[config.mk]
export PLATFORM = sky130hd
export DESIGN_NAME = uart_tx_arb_flat
export DESIGN_NICKNAME = d
export VERILOG_FILES = /design/src/rtl/uart_pkg.sv /design/src/rtl/uart_tx_arb_if.sv /design/src/rtl/uart_rr_picker.sv /design/src/rtl/uart_tx_arb.sv /design/src/flat_wrapper.sv
export SDC_FILE = /design/constraint.sdc
export NUM_CORES = 1
export LEC_CHECK = 0
export ABC_AREA = 1
export CORE_UTILIZATION = 45
export CTS_CLUSTER_DIAMETER = 80
export DETAILED_ROUTE_END_ITERATION = 10
export PLACE_DENSITY = 0.86
export SYNTH_ARGS = -nofsm -noshare
export SYNTH_HDL_FRONTEND = slang
export SYNTH_HIERARCHICAL = 1
export SYNTH_SLANG_ARGS = --single-unit
[constraint.sdc]
create_clock -name clk_i -period 7.32 [get_ports clk_i]
set_input_delay 1.464 -clock clk_i [delete_from_list [all_inputs] [get_ports clk_i]]
set_output_delay 1.464 -clock clk_i [all_outputs]
set_load 0.005 [all_outputs]
[src/rtl/uart_pkg.sv]
// Shared UART definitions: arbiter state encoding, byte width and the
// TX data register address used by the stream path.
package uart_pkg;

   localparam int unsigned BYTE_W = 8;

   // TX data register address, mirrors the uart_tx register map.
   localparam logic [4:0] UART_TX_DATA_ADDR = 5'h02;

   typedef enum logic [0:0] {
      ARB_IDLE  = 1'b0,
      ARB_GRANT = 1'b1
   } arb_state_t;

endpackage

[src/rtl/uart_tx_arb_if.sv]
// Stream requester handshake plus the register write port towards uart_tx.
// master: requester/consumer side, slave: the arbiter.
interface uart_tx_arb_if
   import uart_pkg::*;
#(
   parameter int unsigned NUM_REQ = 4
) ();

   logic [NUM_REQ-1:0]        req_valid;
   logic [NUM_REQ*BYTE_W-1:0] req_data;
   logic [NUM_REQ-1:0]        req_last;
   logic [NUM_REQ-1:0]        req_ready;
   logic                      reg_we;
   logic [4:0]                reg_waddr;
   logic [31:0]               reg_wdata;

   modport master (
      output req_valid, req_data, req_last,
      input  req_ready, reg_we, reg_waddr, reg_wdata
   );

   modport slave (
      input  req_valid, req_data, req_last,
      output req_ready, reg_we, reg_waddr, reg_wdata
   );

endinterface

[src/rtl/uart_rr_picker.sv]
// Combinational round-robin search: first set bit of valid_i starting at
// rr_ptr_i+1 and wrapping modulo NUM_REQ. Returns one-hot and index forms.
module uart_rr_picker #(
   parameter int unsigned NUM_REQ = 4,
   parameter int unsigned IDX_W   = $clog2(NUM_REQ)
) (
   input  logic [NUM_REQ-1:0] valid_i,
   input  logic [IDX_W-1:0]   rr_ptr_i,
   output logic [NUM_REQ-1:0] pick_oh_o,
   output logic [IDX_W-1:0]   pick_idx_o,
   output logic               any_o
);

   // Walk the requesters in priority order and keep the first valid one.
   always_comb begin
      logic        found;
      int unsigned cand;
      pick_oh_o  = '0;
      pick_idx_o = '0;
      found      = 1'b0;
      cand       = 32'd0;
      for (int unsigned off = 1; off <= NUM_REQ; off++) begin
         cand = (32'(rr_ptr_i) + off) % NUM_REQ;
         if (!found && valid_i[cand[IDX_W-1:0]]) begin
            pick_oh_o[cand[IDX_W-1:0]] = 1'b1;
            pick_idx_o                 = cand[IDX_W-1:0];
            found                      = 1'b1;
         end else begin
            found = found;
         end
      end
      any_o = found;
   end

endmodule

[src/rtl/uart_tx_arb.sv]
// Round-robin arbiter sharing the uart_tx write port between byte-stream
// requesters and the CPU bus. CPU writes take priority; stream beats are
// issued only when the TX FIFO is guaranteed to have room, and a grant is
// held until the end of the packet so packets never interleave.
module uart_tx_arb
   import uart_pkg::*;
#(
   parameter int unsigned NUM_REQ    = 4,
   parameter int unsigned FIFO_DEPTH = 16,
   parameter int unsigned LVL_W      = 5
) (
   input  logic               clk_i,
   input  logic               reset_i,
   input  logic               arb_en_i,
   input  logic               cpu_we_i,
   input  logic [4:0]         cpu_waddr_i,
   input  logic [31:0]        cpu_wdata_i,
   input  logic [LVL_W-1:0]   tx_lvl_i,
   output logic [NUM_REQ-1:0] grant_o,
   output logic               busy_o,
   uart_tx_arb_if.slave       bus_if
);

   localparam int unsigned IDX_W = $clog2(NUM_REQ);

   arb_state_t           state_q, state_d;
   logic [IDX_W-1:0]     rr_ptr_q, rr_ptr_d;
   logic [NUM_REQ-1:0]   grant_q, grant_d;
   logic [IDX_W-1:0]     gidx_q, gidx_d;
   logic                 reg_we_q, reg_we_d;
   logic [4:0]           reg_waddr_q, reg_waddr_d;
   logic [31:0]          reg_wdata_q, reg_wdata_d;

   logic [NUM_REQ-1:0]   pick_oh;
   logic [IDX_W-1:0]     pick_idx;
   logic                 pick_any;
   logic [LVL_W:0]       lvl_inflight;
   logic                 space;
   logic [NUM_REQ-1:0]   ready;
   logic                 hs;
   logic [BYTE_W-1:0]    gbyte;

   uart_rr_picker #(
      .NUM_REQ (NUM_REQ),
      .IDX_W   (IDX_W)
   ) u_picker (
      .valid_i    (bus_if.req_valid),
      .rr_ptr_i   (rr_ptr_q),
      .pick_oh_o  (pick_oh),
      .pick_idx_o (pick_idx),
      .any_o      (pick_any)
   );

   // The write still on reg_we has not reached the level yet, so count it.
   assign lvl_inflight = {1'b0, tx_lvl_i} + {{LVL_W{1'b0}}, reg_we_q};
   assign space        = (lvl_inflight < (LVL_W+1)'(FIFO_DEPTH));
   assign gbyte        = bus_if.req_data[gidx_q*BYTE_W +: BYTE_W];

   // Arbitration FSM: grant selection, ready generation and packet release.
   always_comb begin
      state_d  = state_q;
      rr_ptr_d = rr_ptr_q;
      grant_d  = grant_q;
      gidx_d   = gidx_q;
      ready    = '0;
      hs       = 1'b0;
      case (state_q)
         ARB_IDLE: begin
            if (arb_en_i && pick_any) begin
               state_d = ARB_GRANT;
               grant_d = pick_oh;
               gidx_d  = pick_idx;
            end else begin
               state_d = ARB_IDLE;
            end
         end
         ARB_GRANT: begin
            ready[gidx_q] = space && !cpu_we_i;
            hs            = bus_if.req_valid[gidx_q] && ready[gidx_q];
            if (hs && bus_if.req_last[gidx_q]) begin
               state_d  = ARB_IDLE;
               grant_d  = '0;
               rr_ptr_d = gidx_q;
            end else begin
               state_d = ARB_GRANT;
            end
         end
         default: begin
            state_d = ARB_IDLE;
            grant_d = '0;
         end
      endcase
   end

   // Write port mux: CPU first, then an accepted stream beat, else idle.
   always_comb begin
      reg_we_d    = 1'b0;
      reg_waddr_d = reg_waddr_q;
      reg_wdata_d = reg_wdata_q;
      if (cpu_we_i) begin
         reg_we_d    = 1'b1;
         reg_waddr_d = cpu_waddr_i;
         reg_wdata_d = cpu_wdata_i;
      end else if (hs) begin
         reg_we_d    = 1'b1;
         reg_waddr_d = UART_TX_DATA_ADDR;
         reg_wdata_d = {24'h00_0000, gbyte};
      end else begin
         reg_we_d = 1'b0;
      end
   end

   // State and output registers with synchronous reset.
   always_ff @(posedge clk_i) begin
      if (reset_i) begin
         state_q     <= ARB_IDLE;
         rr_ptr_q    <= IDX_W'(NUM_REQ - 1);
         grant_q     <= '0;
         gidx_q      <= '0;
         reg_we_q    <= 1'b0;
         reg_waddr_q <= 5'h00;
         reg_wdata_q <= 32'h0000_0000;
      end else begin
         state_q     <= state_d;
         rr_ptr_q    <= rr_ptr_d;
         grant_q     <= grant_d;
         gidx_q      <= gidx_d;
         reg_we_q    <= reg_we_d;
         reg_waddr_q <= reg_waddr_d;
         reg_wdata_q <= reg_wdata_d;
      end
   end

   assign bus_if.req_ready = ready;
   assign bus_if.reg_we    = reg_we_q;
   assign bus_if.reg_waddr = reg_waddr_q;
   assign bus_if.reg_wdata = reg_wdata_q;
   assign grant_o          = grant_q;
   assign busy_o           = (state_q == ARB_GRANT);

endmodule

[src/flat_wrapper.sv]
// flat-port wrapper written by rule: the top's interface ports become plain ports
module uart_tx_arb_flat import uart_pkg::*;
#(
   parameter int unsigned NUM_REQ    = 4,
   parameter int unsigned FIFO_DEPTH = 16,
   parameter int unsigned LVL_W      = 5
)
  (clk_i, reset_i, arb_en_i, cpu_we_i, cpu_waddr_i, cpu_wdata_i, tx_lvl_i, grant_o, busy_o, bus_if_req_valid, bus_if_req_data, bus_if_req_last, bus_if_req_ready, bus_if_reg_we, bus_if_reg_waddr, bus_if_reg_wdata);
  uart_tx_arb_if #(.NUM_REQ(NUM_REQ)) bus_if_i ();
  input  logic clk_i;
  input  logic reset_i;
  input  logic arb_en_i;
  input  logic cpu_we_i;
  input  logic [4:0] cpu_waddr_i;
  input  logic [31:0] cpu_wdata_i;
  input  logic [LVL_W-1:0] tx_lvl_i;
  output logic [NUM_REQ-1:0] grant_o;
  output logic busy_o;
  input wire logic [$bits(bus_if_i.req_valid)-1:0] bus_if_req_valid;
  input wire logic [$bits(bus_if_i.req_data)-1:0] bus_if_req_data;
  input wire logic [$bits(bus_if_i.req_last)-1:0] bus_if_req_last;
  output wire logic [$bits(bus_if_i.req_ready)-1:0] bus_if_req_ready;
  output wire logic [$bits(bus_if_i.reg_we)-1:0] bus_if_reg_we;
  output wire logic [$bits(bus_if_i.reg_waddr)-1:0] bus_if_reg_waddr;
  output wire logic [$bits(bus_if_i.reg_wdata)-1:0] bus_if_reg_wdata;
  assign bus_if_i.req_valid = bus_if_req_valid;
  assign bus_if_i.req_data = bus_if_req_data;
  assign bus_if_i.req_last = bus_if_req_last;
  assign bus_if_req_ready = bus_if_i.req_ready;
  assign bus_if_reg_we = bus_if_i.reg_we;
  assign bus_if_reg_waddr = bus_if_i.reg_waddr;
  assign bus_if_reg_wdata = bus_if_i.reg_wdata;
  uart_tx_arb #(.NUM_REQ(NUM_REQ), .FIFO_DEPTH(FIFO_DEPTH), .LVL_W(LVL_W)) u_core (.clk_i(clk_i), .reset_i(reset_i), .arb_en_i(arb_en_i), .cpu_we_i(cpu_we_i), .cpu_waddr_i(cpu_waddr_i), .cpu_wdata_i(cpu_wdata_i), .tx_lvl_i(tx_lvl_i), .grant_o(grant_o), .busy_o(busy_o), .bus_if(bus_if_i));
endmodule
==> impl_metrics.tcl <==
set metrics [dict create \
    fp.dieW_um 82.11 \
    synth_async_sr_flop_share_pct 0 \
    coreArea_um2 6061 \
    setup_violations 0 \
    synth.most_common_cell "nand2_1" \
    p_leak_nw 1.809 \
    vdd_drop_max_v 0.0001150 \
    drcViolationCount 0 \
    synth-edff-count 0 \
    power_mw 0.6285 \
    netlist_instances 418 \
    maxCapViolations 0 \
    drt_wl_total_mm 8.284 \
    finalCriticalPeriod_ns 4.795 \
    path_clk_slew_ns 0.08 \
    setup_tns_ns 0 \
    synth.area.top_cells "dfxtp_1 33%, nand2_1 12%, nand3_1 10%, a21oi_1 5.7%, nor2_1 5.2%" \
    yosysTopAreaCellShare_pct 32.58 \
    rows 28 \
    synth_cell_types 30 \
    antennaDiodeCount 0 \
    ant_nets 0 \
    ctsResizeCount 0 \
    cts_root_buf "clkbuf_8" \
    grt_max_degree 47 \
    firstDrtPassIters 4 \
    fp.dieH_um 82.11 \
    yosys.area.top_type "dfxtp_1" \
    power_density_nw_per_um2 147.8 \
    min_path_cells 2 \
    met3_usage_pct 5.824 \
    netlist_area_um2 2888 \
    cts_buffers 5 \
    numClockSinks 47 \
    slowest_delay_ns 0.53 \
    area_delta_synth_final_pct 47.27 \
    timing.fmax_mhz 208.6 \
    overflow 0 \
    cts.path.max_buffers 2 \
    rsz0062_at_grt "false" \
    start_util_pct 47.65 \
    routed_wire_length_per_instance_um 13.54 \
    dp_hpwl_mm 6.168 \
    htree_levels 2 \
    place.gp.congestion 0.8483 \
    port_buffers 132 \
    worst_pin_slew_ns 0.6916 \
    grtUsageMet2_pct 43.47 \
    via_per_inst 5.114 \
    critPathSlowestCell "clkdlybuf4s50_1" \
    boundaryPins 133 \
    relSlewSlack_pct 53.83 \
    finalNetCount 630 \
    fin_hold_ws_ns 0.4773 \
    antenna_found_initial 0 \
    drt_iter0_markers 140 \
    grt_pass1_vias 2835 \
    finalMaxSlewViolations 0 \
    vias 3130 \
    clk_latency_ns 0.30 \
    fin_crit_sh_pct 65.50 \
    avgSynthCellArea_um2 6.909 \
    cts_tree "done" \
    postCtsSetupBuffers 0 \
    synth_fp_nets 512 \
    critPathKind "input port to output pin" \
    hold_viol 0 \
    cp_common_cell "clkdlybuf4s50_1" \
    postCtsHoldBufs 0 \
    yosys_warnings 6 \
    worstPathMaxFanout 30 \
    track_usage_pct 24.18 \
    drive_above_1_share_pct 10.06 \
    seq_area_frac_synth_pct 32.58 \
    yosys-top-cells-count "95 x nand2_1, 60 x nand3_1, 47 x dfxtp_1" \
    crit_chain "clkdlybuf4s50_1 > buf_4 > nor2_1 > nand2_1 > nor2_2 > inv_1 > nor3_1 > clkdlybuf4s50_1" \
    required_ns 5.86 \
    grt_pass1_wl_mm 12.79 \
    worst_setup_path_start_kind "input port" \
    ys_seq_elements 47 \
    synth-main-ff-cell "dfxtp_1" \
    dieArea_um2 6741 \
    worst_hold_path_type "flop to flop" \
    grt-busiest-layer "met2" \
    outcome "complete, no violations" \
    worstRegToRegCells 12 \
    clock_skew_ns 0.01243 \
    use_met1_pct 27.73 \
    critPathArrivalTime_ns 3.33 \
    cp-end-kind "output pin" \
    fin_util_pct 70.17 \
]
registers in the layout, indices dropped and copies added, names as in the netlist:
register,cells
u_core/bus_if.reg_waddr,5
u_core/bus_if.reg_wdata,32
u_core/bus_if.reg_we,1
u_core/busy_o,1
u_core/gidx_q,2
u_core/grant_o,4
u_core/rr_ptr_q,2
critical path: cells and delay by family:
kind,cells,cell delay [ns]
buffers and inverters,4,1.27
and+or+nand+nor,4,0.59
metrics by stage:
| step | cells | setup slack, ns | cell area [µm²] |
|---|---|---|---|
| after global routing | 612 | 2.387 | 4253 |
| after CTS | 612 | 2.521 | 4253 |
| final | 612 | 2.525 | 4253 |
| after detailed placement | 604 | 2.526 | 4168 |
| after global placement | 604 | 2.543 | 4168 |
| after floorplan | 418 | 3.826 | 2888 |
cell type report:
type                            count  area (µm²)
Timing Repair Buffer              135        1344
Clock inverter                      2       12.51
Tap cell                           75       93.84
Inverter                           37       148.9
Sequential cell                    47       940.9
Clock buffer                        6       72.57
Fill cell                         518        1808
Multi-Input combinational cell    310        1640
where the power goes:
group          total (mW)  leakage [nW]  switching [mW]  internal [mW]
Combinational       0.188          1.38          0.0867          0.102
Clock               0.150        0.0412          0.0836         0.0668
Sequential          0.290         0.388          0.0164          0.273
Total               0.628          1.81           0.187          0.442
metal layers:
layer  vias up  part of all wire, %
met3        22                  5.3
li1       1599                    -
met5         -                    0
met4         0                  2.7
met2        92                   50
met1      1417                   42
worst paths after layout:
| kind | start | to | slack [ns] |
|---|---|---|---|
| setup / recovery | cpu_we_i | bus_if_req_ready[2] | 2.53 |
| hold / removal | u_core/bus_if.reg_wdata[20] | u_core/bus_if.reg_wdata[20] | 0.48 |
| setup reg to reg | u_core/rr_ptr_q[0] | u_core/gidx_q[1] | 4.54 |
| hold reg to reg | u_core/bus_if.reg_wdata[20] | u_core/bus_if.reg_wdata[20] | 0.48 |
cells in the final DEF (no fill, tap or decap), types with 2 or more instances in the layout:
master,instances
ha_1,8
clkbuf_8,5
dfxtp_1,47
buf_4,3
nand3_2,11
nand2_1,95
a21boi_0,4
nand2_2,7
a21oi_1,33
inv_1,32
nor2_1,40
nor2_4,3
inv_2,3
clkdlybuf4s50_1,132
o21ai_0,12
nor3_1,3
o21ai_1,6
nand3_1,60
nor2_2,2
o211ai_1,3
nand4_1,6
nand2_4,3
nand3_4,2
a21oi_2,10
cells by family after synthesis:
kind of cell / share of synthesized area (%)
AO/OA/AOI/OAI: 13.99
buffers and inverters: 10.62
AND/OR/NAND/NOR: 39.34
flip-flops: 32.58
adder cells (fa/ha/maj): 3.466
(Power assumes the default switching activity.)
